File: config.mk
export PLATFORM = sky130hd
export DESIGN_NAME = ram_access_arbiter_flat
export DESIGN_NICKNAME = d
export VERILOG_FILES = /design/src/rtl/ram_access_arbiter_if.sv /design/src/rtl/ram_access_arbiter.sv /design/src/flat_wrapper.sv
export SDC_FILE = /design/constraint.sdc
export NUM_CORES = 1
export LEC_CHECK = 0
export ABC_CLOCK_PERIOD_IN_PS = 2400
export BUFFER_PORTS_ARGS = -buffer_cell sky130_fd_sc_hd__buf_4
export CORE_MARGIN = 3
export CORE_UTILIZATION = 50
export DETAILED_ROUTE_END_ITERATION = 8
export HOLD_SLACK_MARGIN = 0.03
export PLACE_DENSITY = 0.8
export SLEW_MARGIN = 5
export SYNTH_ARGS = -nofsm -noshare
export SYNTH_HDL_FRONTEND = slang
export SYNTH_SLANG_ARGS = --single-unit
File: constraint.sdc
create_clock -name clk -period 2.4 [get_ports clk]
set_input_delay 0.24 -clock clk [delete_from_list [all_inputs] [get_ports clk]]
set_output_delay 0.24 -clock clk [all_outputs]
set_load 0.02 [all_outputs]
File: src/rtl/ram_access_arbiter_if.sv
`default_nettype none
// ============================================================================
// Module   : ram_access_arbiter_if
// Brief    : Requester and RAM-side bus bundle for ram_access_arbiter.
//            The slave modport is the arbiter's view. The master modport is
//            the environment's view (requesters plus RAM).
// Revision : 1.0 - initial release
// ============================================================================
interface ram_access_arbiter_if #(
  parameter int ADDR_SIZE = 8
);
  // Port 0 (SPI slave path)
  logic                 req0_valid;
  logic                 req0_we;
  logic [ADDR_SIZE-1:0] req0_addr;
  logic [ADDR_SIZE-1:0] req0_wdata;
  logic                 req0_ready;
  logic                 rsp0_valid;
  logic [ADDR_SIZE-1:0] rsp0_rdata;
  logic                 rsp0_err;

  // Port 1 (local host)
  logic                 req1_valid;
  logic                 req1_we;
  logic [ADDR_SIZE-1:0] req1_addr;
  logic [ADDR_SIZE-1:0] req1_wdata;
  logic                 req1_ready;
  logic                 rsp1_valid;
  logic [ADDR_SIZE-1:0] rsp1_rdata;
  logic                 rsp1_err;

  // RAM command/response pins
  logic [ADDR_SIZE+1:0] ram_din;
  logic                 ram_rx_valid;
  logic [ADDR_SIZE-1:0] ram_dout;
  logic                 ram_tx_valid;

  logic                 busy;

  modport slave (
    input  req0_valid, req0_we, req0_addr, req0_wdata,
    output req0_ready, rsp0_valid, rsp0_rdata, rsp0_err,
    input  req1_valid, req1_we, req1_addr, req1_wdata,
    output req1_ready, rsp1_valid, rsp1_rdata, rsp1_err,
    output ram_din, ram_rx_valid,
    input  ram_dout, ram_tx_valid,
    output busy
  );

  modport master (
    output req0_valid, req0_we, req0_addr, req0_wdata,
    input  req0_ready, rsp0_valid, rsp0_rdata, rsp0_err,
    output req1_valid, req1_we, req1_addr, req1_wdata,
    input  req1_ready, rsp1_valid, rsp1_rdata, rsp1_err,
    input  ram_din, ram_rx_valid,
    output ram_dout, ram_tx_valid,
    input  busy
  );
endinterface
`default_nettype wire

File: src/rtl/ram_access_arbiter.sv
`default_nettype none
// ============================================================================
// Module   : ram_access_arbiter
// Brief    : Round-robin arbiter that shares a single-port RAM between two
//            requesters. It serialises each granted access into the RAM's
//            two-word command stream and, for reads, waits for the returned
//            byte. A bounded wait produces an error response.
// Revision : 1.0 - initial release
// ============================================================================
module ram_access_arbiter #(
  parameter int ADDR_SIZE = 8,
  parameter int TIMEOUT   = 15,
  parameter int TO_W      = 4
) (
  input  wire logic           clk,
  input  wire logic           rst_n,
  ram_access_arbiter_if.slave bus
);

  typedef enum logic [2:0] {
    S_IDLE     = 3'd0,
    S_CMD_ADDR = 3'd1,
    S_CMD_DATA = 3'd2,
    S_WAIT_TX  = 3'd3,
    S_RESP     = 3'd4
  } state_t;

  localparam logic [1:0]           c_op_waddr  = 2'b00;
  localparam logic [1:0]           c_op_wdata  = 2'b01;
  localparam logic [1:0]           c_op_raddr  = 2'b10;
  localparam logic [1:0]           c_op_rdummy = 2'b11;
  localparam logic [ADDR_SIZE-1:0] c_zero      = {ADDR_SIZE{1'b0}};
  // The last count value at which the wait is abandoned. Counting starts at 0,
  // so exactly TIMEOUT cycles are spent in WAIT_TX.
  localparam logic [TO_W-1:0]      c_to_last   = TO_W'(TIMEOUT - 1);

  state_t               r_state;
  logic                 r_rr_ptr;
  logic                 r_owner;
  logic                 r_we;
  logic [ADDR_SIZE-1:0] r_wdata;
  logic [TO_W-1:0]      r_to_cnt;
  logic [ADDR_SIZE+1:0] r_ram_din;
  logic                 r_ram_rx_valid;
  logic                 r_rsp0_valid;
  logic                 r_rsp1_valid;
  logic [ADDR_SIZE-1:0] r_rsp0_rdata;
  logic [ADDR_SIZE-1:0] r_rsp1_rdata;
  logic                 r_rsp0_err;
  logic                 r_rsp1_err;

  logic                 w_idle;
  logic                 w_grant0;
  logic                 w_grant1;
  logic                 w_sel_we;
  logic [ADDR_SIZE-1:0] w_sel_addr;
  logic [ADDR_SIZE-1:0] w_sel_wdata;
  logic                 w_wait_to;
  logic                 w_done;
  logic [ADDR_SIZE-1:0] w_done_rdata;
  logic                 w_done_err;

  // A lone requester always wins. On a tie, r_rr_ptr names the winner.
  assign w_idle      = (r_state == S_IDLE);
  assign w_grant0    = w_idle && bus.req0_valid && (!bus.req1_valid || !r_rr_ptr);
  assign w_grant1    = w_idle && bus.req1_valid && (!bus.req0_valid ||  r_rr_ptr);
  assign w_sel_we    = w_grant1 ? bus.req1_we    : bus.req0_we;
  assign w_sel_addr  = w_grant1 ? bus.req1_addr  : bus.req0_addr;
  assign w_sel_wdata = w_grant1 ? bus.req1_wdata : bus.req0_wdata;

  // A transaction completes when a write finishes its data strobe, or when a
  // read either receives its byte or exhausts the wait budget.
  assign w_wait_to    = (r_state == S_WAIT_TX) && !bus.ram_tx_valid && (r_to_cnt == c_to_last);
  assign w_done       = ((r_state == S_CMD_DATA) && r_we) ||
                        ((r_state == S_WAIT_TX) && (bus.ram_tx_valid || w_wait_to));
  assign w_done_rdata = ((r_state == S_WAIT_TX) && bus.ram_tx_valid) ? bus.ram_dout : c_zero;
  assign w_done_err   = w_wait_to;

  // Transaction sequencer: the grant, the command stream, the read wait and the registered responses.
  always_ff @(posedge clk or negedge rst_n) begin
    if (!rst_n) begin
      r_state        <= S_IDLE;
      r_rr_ptr       <= 1'b0;
      r_owner        <= 1'b0;
      r_we           <= 1'b0;
      r_wdata        <= c_zero;
      r_to_cnt       <= '0;
      r_ram_din      <= '0;
      r_ram_rx_valid <= 1'b0;
      r_rsp0_valid   <= 1'b0;
      r_rsp1_valid   <= 1'b0;
      r_rsp0_rdata   <= c_zero;
      r_rsp1_rdata   <= c_zero;
      r_rsp0_err     <= 1'b0;
      r_rsp1_err     <= 1'b0;
    end else begin
      // The response strobes are single-cycle pulses. The response data is held until the next response.
      r_rsp0_valid <= 1'b0;
      r_rsp1_valid <= 1'b0;
      if (w_done) begin
        if (r_owner) begin
          r_rsp1_valid <= 1'b1;
          r_rsp1_rdata <= w_done_rdata;
          r_rsp1_err   <= w_done_err;
        end else begin
          r_rsp0_valid <= 1'b1;
          r_rsp0_rdata <= w_done_rdata;
          r_rsp0_err   <= w_done_err;
        end
      end

      case (r_state)
        S_IDLE: begin
          if (w_grant0 || w_grant1) begin
            r_owner        <= w_grant1;
            r_we           <= w_sel_we;
            r_wdata        <= w_sel_wdata;
            r_rr_ptr       <= ~w_grant1;
            r_ram_din      <= {(w_sel_we ? c_op_waddr : c_op_raddr), w_sel_addr};
            r_ram_rx_valid <= 1'b1;
            r_state        <= S_CMD_ADDR;
          end
        end
        S_CMD_ADDR: begin
          r_ram_din <= {(r_we ? c_op_wdata : c_op_rdummy), (r_we ? r_wdata : c_zero)};
          r_state   <= S_CMD_DATA;
        end
        S_CMD_DATA: begin
          r_ram_rx_valid <= 1'b0;
          r_to_cnt       <= '0;
          r_state        <= r_we ? S_RESP : S_WAIT_TX;
        end
        S_WAIT_TX: begin
          if (w_done) begin
            r_state <= S_RESP;
          end else begin
            r_to_cnt <= r_to_cnt + TO_W'(1);
          end
        end
        S_RESP: begin
          r_state <= S_IDLE;
        end
        default: begin
          r_state <= S_IDLE;
        end
      endcase
    end
  end

  assign bus.req0_ready   = w_grant0;
  assign bus.req1_ready   = w_grant1;
  assign bus.rsp0_valid   = r_rsp0_valid;
  assign bus.rsp0_rdata   = r_rsp0_rdata;
  assign bus.rsp0_err     = r_rsp0_err;
  assign bus.rsp1_valid   = r_rsp1_valid;
  assign bus.rsp1_rdata   = r_rsp1_rdata;
  assign bus.rsp1_err     = r_rsp1_err;
  assign bus.ram_din      = r_ram_din;
  assign bus.ram_rx_valid = r_ram_rx_valid;
  assign bus.busy         = !w_idle;

endmodule
`default_nettype wire

File: src/flat_wrapper.sv
// flat-port wrapper written by rule: the top's interface ports become plain ports
module ram_access_arbiter_flat 
#(
  parameter int ADDR_SIZE = 8,
  parameter int TIMEOUT   = 15,
  parameter int TO_W      = 4
)
  (clk, rst_n, bus_req0_valid, bus_req0_we, bus_req0_addr, bus_req0_wdata, bus_req0_ready, bus_rsp0_valid, bus_rsp0_rdata, bus_rsp0_err, bus_req1_valid, bus_req1_we, bus_req1_addr, bus_req1_wdata, bus_req1_ready, bus_rsp1_valid, bus_rsp1_rdata, bus_rsp1_err, bus_ram_din, bus_ram_rx_valid, bus_ram_dout, bus_ram_tx_valid, bus_busy);
  ram_access_arbiter_if #(.ADDR_SIZE(ADDR_SIZE)) bus_i ();
  input  wire logic clk;
  input  wire logic rst_n;
  input wire logic [$bits(bus_i.req0_valid)-1:0] bus_req0_valid;
  input wire logic [$bits(bus_i.req0_we)-1:0] bus_req0_we;
  input wire logic [$bits(bus_i.req0_addr)-1:0] bus_req0_addr;
  input wire logic [$bits(bus_i.req0_wdata)-1:0] bus_req0_wdata;
  output wire logic [$bits(bus_i.req0_ready)-1:0] bus_req0_ready;
  output wire logic [$bits(bus_i.rsp0_valid)-1:0] bus_rsp0_valid;
  output wire logic [$bits(bus_i.rsp0_rdata)-1:0] bus_rsp0_rdata;
  output wire logic [$bits(bus_i.rsp0_err)-1:0] bus_rsp0_err;
  input wire logic [$bits(bus_i.req1_valid)-1:0] bus_req1_valid;
  input wire logic [$bits(bus_i.req1_we)-1:0] bus_req1_we;
  input wire logic [$bits(bus_i.req1_addr)-1:0] bus_req1_addr;
  input wire logic [$bits(bus_i.req1_wdata)-1:0] bus_req1_wdata;
  output wire logic [$bits(bus_i.req1_ready)-1:0] bus_req1_ready;
  output wire logic [$bits(bus_i.rsp1_valid)-1:0] bus_rsp1_valid;
  output wire logic [$bits(bus_i.rsp1_rdata)-1:0] bus_rsp1_rdata;
  output wire logic [$bits(bus_i.rsp1_err)-1:0] bus_rsp1_err;
  output wire logic [$bits(bus_i.ram_din)-1:0] bus_ram_din;
  output wire logic [$bits(bus_i.ram_rx_valid)-1:0] bus_ram_rx_valid;
  input wire logic [$bits(bus_i.ram_dout)-1:0] bus_ram_dout;
  input wire logic [$bits(bus_i.ram_tx_valid)-1:0] bus_ram_tx_valid;
  output wire logic [$bits(bus_i.busy)-1:0] bus_busy;
  assign bus_i.req0_valid = bus_req0_valid;
  assign bus_i.req0_we = bus_req0_we;
  assign bus_i.req0_addr = bus_req0_addr;
  assign bus_i.req0_wdata = bus_req0_wdata;
  assign bus_req0_ready = bus_i.req0_ready;
  assign bus_rsp0_valid = bus_i.rsp0_valid;
  assign bus_rsp0_rdata = bus_i.rsp0_rdata;
  assign bus_rsp0_err = bus_i.rsp0_err;
  assign bus_i.req1_valid = bus_req1_valid;
  assign bus_i.req1_we = bus_req1_we;
  assign bus_i.req1_addr = bus_req1_addr;
  assign bus_i.req1_wdata = bus_req1_wdata;
  assign bus_req1_ready = bus_i.req1_ready;
  assign bus_rsp1_valid = bus_i.rsp1_valid;
  assign bus_rsp1_rdata = bus_i.rsp1_rdata;
  assign bus_rsp1_err = bus_i.rsp1_err;
  assign bus_ram_din = bus_i.ram_din;
  assign bus_ram_rx_valid = bus_i.ram_rx_valid;
  assign bus_i.ram_dout = bus_ram_dout;
  assign bus_i.ram_tx_valid = bus_ram_tx_valid;
  assign bus_busy = bus_i.busy;
  ram_access_arbiter #(.ADDR_SIZE(ADDR_SIZE), .TIMEOUT(TIMEOUT), .TO_W(TO_W)) u_core (.clk(clk), .rst_n(rst_n), .bus(bus_i));
endmodule
==> impl_metrics.py, run 1 <==
metrics = {
    "sta": {
        "tightestPinTransition_ns": 0.739,
        "min_period_ns": 2.01,
        "holdWs_ns": 0.113,
        "clock.fmax_mhz": 499,
        "relSlewSlack_pct": 50.4,
        "setup_tns_ns": 0,
        "rsz0062_at_grt": "no",
        "slew_viol_final": 0,
        "clock_skew_ns": 0.0119,
        "hold_viol": 0,
        "finalCritPeriodShare_pct": 83.6,
        "setup_viol": 0,
    },
    "route": {
        "drc_errors": 0,
        "drt-initial-drc-count": 128,
        "wl_met1_um": 2400,
        "dr_wl_met3_um": 482,
        "wl_per_cell_um": 16.4,
        "ant_nets": 0,
        "dr_total_vias": 1897,
        "vias_per_cell": 5.68,
        "dr.pass1.iters": 4,
        "wl_um": 5470,
        "dr_wl_met2_um": 2530,
        "top_layer": "met4",
    },
    "power_and_ir_drop": {
        "leakage_nw": 1.53,
        "peakVddDrop_mv": 0.823,
        "p_total_mw": 3.83,
        "power-per-cell-area_nw_per_um2": 1290,
    },
    "hold_path": {
        "min_from": "bus_req0_wdata[4]",
        "worstHoldPathCells": 3,
        "hold_path_end": "u_core.r_wdata[4]",
        "worstHoldPathType": "in2reg",
    },
    "die": {
        "row_count": 23,
        "coreArea_um2": 4140,
        "dieArea_um2": 5280,
        "dieHeight_um": 72.7,
        "start_util_pct": 53.6,
        "io_pins": 81,
        "die_w_um": 72.7,
    },
    "synthesis": {
        "ys_ff_latch": 49,
        "async_reset_ff_share_pct": 100,
        "yosys_warnings": 0,
        "synth_area_per_cell_um2": 11.1,
        "synth_cells": 200,
        "synth.distinct_cells": 35,
        "synth_edf_count": 0,
        "yosysSeqAreaShare_pct": 55.2,
        "syn-cell-area_um2": 2220,
        "yosys_most_used_dff": "dfrtp_1",
        "synth_nets": 249,
    },
    "critical_path": {
        "reg2reg_depth": 6,
        "start_kind": "register",
        "cp-end-kind": "output pin",
        "r2r-start": "u_core.r_to_cnt[0]",
        "worstPathRequired_ns": 2.16,
        "r2r-end": "u_core.bus.rsp0_err",
        "r2r_setup_slack_ns": 0.61,
        "arrival_ns": 1.77,
        "path_max_fanout": 14,
        "worstSetupPathType": "reg2out",
    },
    "clock_network": {
        "post_cts_buffers": 0,
        "holdBufCountCts": 1,
        "cts_resized": 0,
        "cts_tree": "built",
        "clockBufferDepth": 2,
        "numCtsBuffers": 5,
        "clk_latency_ns": 0.31,
        "clock_sinks": 49,
        "cts_root_buffer": "clkbuf_8",
        "path_clk_slew_ns": 0.10,
        "htreeDepth": 2,
    },
    "layout": {
        "drive_above_1_share_pct": 37.3,
        "layout.nets": 332,
        "area_growth_pct": 33.3,
        "diodes": 0,
    },
    "grt": {
        "grt.overflow.total": 0,
        "grt_pass1_vias": 1948,
        "grt_pass1_wl_um": 9160,
        "grt.total_usage_pct": 22.0,
        "grt_max_degree": 50,
        "antenna_found_initial": 0,
    },
    "flow_run": {
        "cap_violations": 0,
    },
    "place": {
        "gp_congestion": 0.807,
        "port_buffers": 80,
        "hpwl_um": 3890,
    },
    "status": {
        "outcome": "finished clean",
    },
}
## registers in the layout (all words and copies together), names as in the netlist
name	flops
u_core.r_rr_ptr	1
u_core.r_we	1
u_core.r_state	3
u_core.bus.ram_rx_valid	1
u_core.r_to_cnt	4
u_core.bus.rsp0_rdata	8
u_core.bus.rsp1_valid	1
u_core.r_wdata	8
u_core.bus.rsp1_rdata	8
u_core.r_owner	1
u_core.bus.rsp0_valid	1
u_core.bus.ram_din	10
u_core.bus.rsp0_err	1
u_core.bus.rsp1_err	1
## cell usage in the layout, fill, tap and decap left out, drive strengths merged, types with 2 or more instances in the layout
cell	instances
o32ai	9
nand3	4
a221oi	9
o21ai	7
a31oi	2
dfrtp	49
buf	85
a21oi	2
inv	17
ha	2
a21o	9
a22oi	9
clkbuf	6
a22o	21
nand2	25
nor2	8
nor2b	3
clkinvlp	2
nor3	5
## how the worst max path moves through the flow
stage,from,to,cells after the start
2_1_floorplan,u_core.r_to_cnt[0],u_core.r_to_cnt[3],6
5_1_grt,u_core.r_state[0],bus_req1_ready,4
6_report,u_core.r_state[0],bus_req1_ready,4
3_5_place_dp,u_core.r_to_cnt[0],u_core.bus.rsp0_err,6
3_3_place_gp,u_core.r_to_cnt[0],u_core.bus.rsp1_rdata[5],6
4_1_cts,u_core.r_state[0],bus_req1_ready,4
## cells in the mapped netlist, types with 2 or more instances
cell	instances	share of area, %
a21oi_1	2	0.45
a22o_1	21	8.3
a22oi_1	9	3.0
nand2_1	23	3.9
a221oi_1	9	3.5
nand3_1	4	0.90
o21ai_0	5	1.1
nor3_2	4	1.8
dfrtp_1	49	55
a21o_1	9	3.0
inv_2	4	0.68
nor2_1	8	1.4
inv_1	13	2.2
o32ai_1	9	3.5
ha_1	2	1.1
nor2b_1	3	0.84
nand2_4	2	1.0
buf_2	7	1.6
## layer usage
layer | vias up | track usage (%)
met5 | - | 0
met1 | 900 | 29.6
met2 | 84 | 35.4
met4 | 0 | 4.92
met3 | 6 | 6.61
li1 | 907 | -
## worst max-delay path, cell delays in order, from the launching register on
cell and delay, ns:
dfrtp_1 0.56, nor3_2 0.30, inv_2 0.08, nor3_2 0.31, buf_4 0.22
## cell type report
type | instances | area [um^2]
clock buffer | 6 | 72.6
tap | 50 | 62.6
fill | 335 | 1180
multi-input combinational | 124 | 875
timing repair buffer | 86 | 648
clock inverter | 2 | 15.0
inverter | 17 | 63.8
sequential | 49 | 1230
## logic make-up (layout without fill, tap and decap cells)
logic type | count (synthesis) | after routing | share of synthesized area, %
AO/OA/AOI/OAI | 74 | 74 | 27.3
flip-flops | 49 | 49 | 55.2
AND/OR/NAND/NOR | 48 | 48 | 10.9
buffers and inverters | 27 | 111 | 5.46
adder cells (fa/ha/maj) | 2 | 2 | 1.13
## power by group
part | internal [mW] | switching, mW
Combinational | 0.842 | 1.04
Sequential | 1.18 | 0.278
Clock | 0.206 | 0.284
## metrics by stage
step	utilization (%)	instances	setup slack [ns]	instance area, um^2
after CTS	71.5	334	0.402	2960
after global placement	69.1	325	0.649	2870
after global routing	71.5	334	0.311	2960
after detailed placement	69.1	325	0.621	2870
final	71.5	334	0.394	2960
after floorplan	-	200	0.767	2220
Note: power is estimated with default switching activity, not from simulation.
==> run 2: changes to the inputs <==
ABC_CLOCK_PERIOD_IN_PS = 1650   (was 2400)
CORE_UTILIZATION = 44   (was 50)
PLACE_DENSITY = 0.74   (was 0.8)
clock period = 1.65 ns   (was 2.4 ns; I/O delays follow)
==> impl_metrics.py, run 2 (synthesis gave the netlist of run 1 again) <==
metrics = {
    "status": {
        "outcome": "finished clean",
    },
    "route": {
        "drc_errors": 0,
        "vias_per_cell": 5.49,
        "wl_per_cell_um": 15.8,
        "dr_total_vias": 2027,
        "drt-initial-drc-count": 150,
        "ant_nets": 0,
        "dr.pass1.iters": 4,
        "wl_um": 5850,
    },
    "place": {
        "hpwl_um": 4190,
        "gp_congestion": 0.835,
        "place_ws_ns": -0.0221,
        "port_buffers": 80,
    },
    "sta": {
        "setup_viol": 0,
        "finalCritPeriodShare_pct": 98.5,
        "clock.fmax_mhz": 616,
        "tightestPinTransition_ns": 0.680,
        "slew_viol_final": 0,
        "hold_viol": 0,
        "min_period_ns": 1.62,
        "fin_ws_ns": 0.0255,
        "holdWs_ns": 0.0445,
        "rsz0062_at_grt": "yes",
        "relSlewSlack_pct": 54.4,
        "setup_tns_ns": 0,
        "clock_skew_ns": 0.0119,
    },
    "power_and_ir_drop": {
        "leakage_nw": 1.63,
        "power-per-cell-area_nw_per_um2": 1890,
        "peakVddDrop_mv": 0.831,
        "p_total_mw": 6.03,
    },
    "die": {
        "io_pins": 81,
        "coreArea_um2": 4820,
        "dieArea_um2": 5940,
        "die_w_um": 77.1,
        "row_count": 25,
        "dieHeight_um": 77.1,
        "start_util_pct": 46.1,
    },
    "clock_network": {
        "clockBufferDepth": 2,
        "htreeDepth": 2,
        "numCtsBuffers": 5,
        "clock_sinks": 49,
        "clk_latency_ns": 0.30,
        "cts_tree": "built",
        "path_clk_slew_ns": 0.10,
        "cts_root_buffer": "clkbuf_8",
    },
    "layout": {
        "layout.nets": 350,
        "final_common_cell": "buf_4",
        "largest_register_ffs": 10,
        "final_cell_mix": "buf_4, dfrtp_1, nand2_1, a22o_1, inv_1",
        "drive_above_1_share_pct": 43.4,
        "diodes": 0,
        "area_growth_pct": 43.9,
    },
    "critical_path": {
        "worstSetupPathType": "reg2reg",
        "worstPathRequired_ns": 1.86,
        "cp-end-kind": "register",
        "arrival_ns": 1.83,
        "path_max_fanout": 5,
        "start_kind": "register",
    },
    "grt": {
        "grt_pass1_vias": 2033,
        "grt.total_usage_pct": 20.0,
        "grt_pass1_wl_um": 9500,
        "grt_max_degree": 50,
        "antenna_found_initial": 0,
        "grt.overflow.total": 0,
    },
    "hold_path": {
        "worstHoldPathType": "in2reg",
    },
    "flow_run": {
        "cap_violations": 0,
    },
}
[run 2: cell count changes in the layout (fill, tap and decap cells not counted), sizes merged]
cell	delta
inv	+1
dlygate4sd3	+1
clkbuf	-1
clkinv	+1
buf	+16
clkinvlp	-1
nand2	+1
[run 2: metrics by stage]
step	cells	cell area, um^2	utilization (%)
2_1_floorplan	200	2220	-
3_5_place_dp	354	2980	61.8
4_1_cts	367	3130	65.1
3_3_place_gp	354	2980	61.8
5_1_grt	369	3200	66.4
6_report	369	3200	66.4
[run 2: what timing repair did]
item | CTS | global route
endpoints found under the hold margin | 49 | 1
setup endpoints to repair | 20 | 22
hold buffers | 1 | 1
buffers inserted | 3 | 1
gates cloned | 1 | 0
pin swaps | 4 | 6
gates resized for setup | 7 | 11
[run 2: power by group]
group	internal, mW	total [mW]	switching (mW)
clock network	0.307	0.733	0.426
registers	1.72	2.11	0.388
logic	1.50	3.19	1.69
total	3.53	6.03	2.50
[run 2: critical path, stage by stage (launching register included)]
cell and delay [ns]:
dfrtp_1 0.40, inv_2 0.09, ha_4 0.16, a31oi_4 0.10, a211oi_4 0.28, buf_6 0.16
nand2_2 0.09, a22o_1 0.25
[run 2: per-layer routing]
| layer | up-vias | global-route usage (%) | routed length [um] |
|---|---|---|---|
| met4 | 0 | 5.69 | 51 |
| met2 | 81 | 33.3 | 2840 |
| met1 | 990 | 25.9 | 2570 |
| met3 | 5 | 5.28 | 382 |
| met5 | - | 0 | 0 |
| li1 | 951 | - | - |
[run 2: path summary, 6_finish.rpt]
| check | start | to | slack, ns | cells after the start |
|---|---|---|---|---|
| max | u_core.r_to_cnt[0] | u_core.bus.rsp0_rdata[1] | 0.03 | 7 |
| min | bus_req0_wdata[1] | u_core.r_wdata[1] | 0.04 | 3 |
| max reg2reg | u_core.r_to_cnt[0] | u_core.bus.rsp0_rdata[1] | 0.03 | 7 |
| min reg2reg | u_core.bus.ram_din[8] | u_core.bus.ram_din[8] | 0.48 | 1 |
| max in group asynchronous | rst_n | u_core.r_state[1] | 0.79 | 2 |
| min in group asynchronous | rst_n | u_core.bus.rsp1_rdata[5] | 0.41 | 2 |
[run 2: layout make-up]
| type | count | area (um^2) |
|---|---|---|
| fill | 384 | 1620 |
| clock inverter | 3 | 25.0 |
| multi-input combinational | 125 | 937 |
| clock buffer | 5 | 68.8 |
| sequential | 49 | 1230 |
| tap | 67 | 83.8 |
| timing repair buffer | 103 | 790 |
| inverter | 17 | 63.8 |
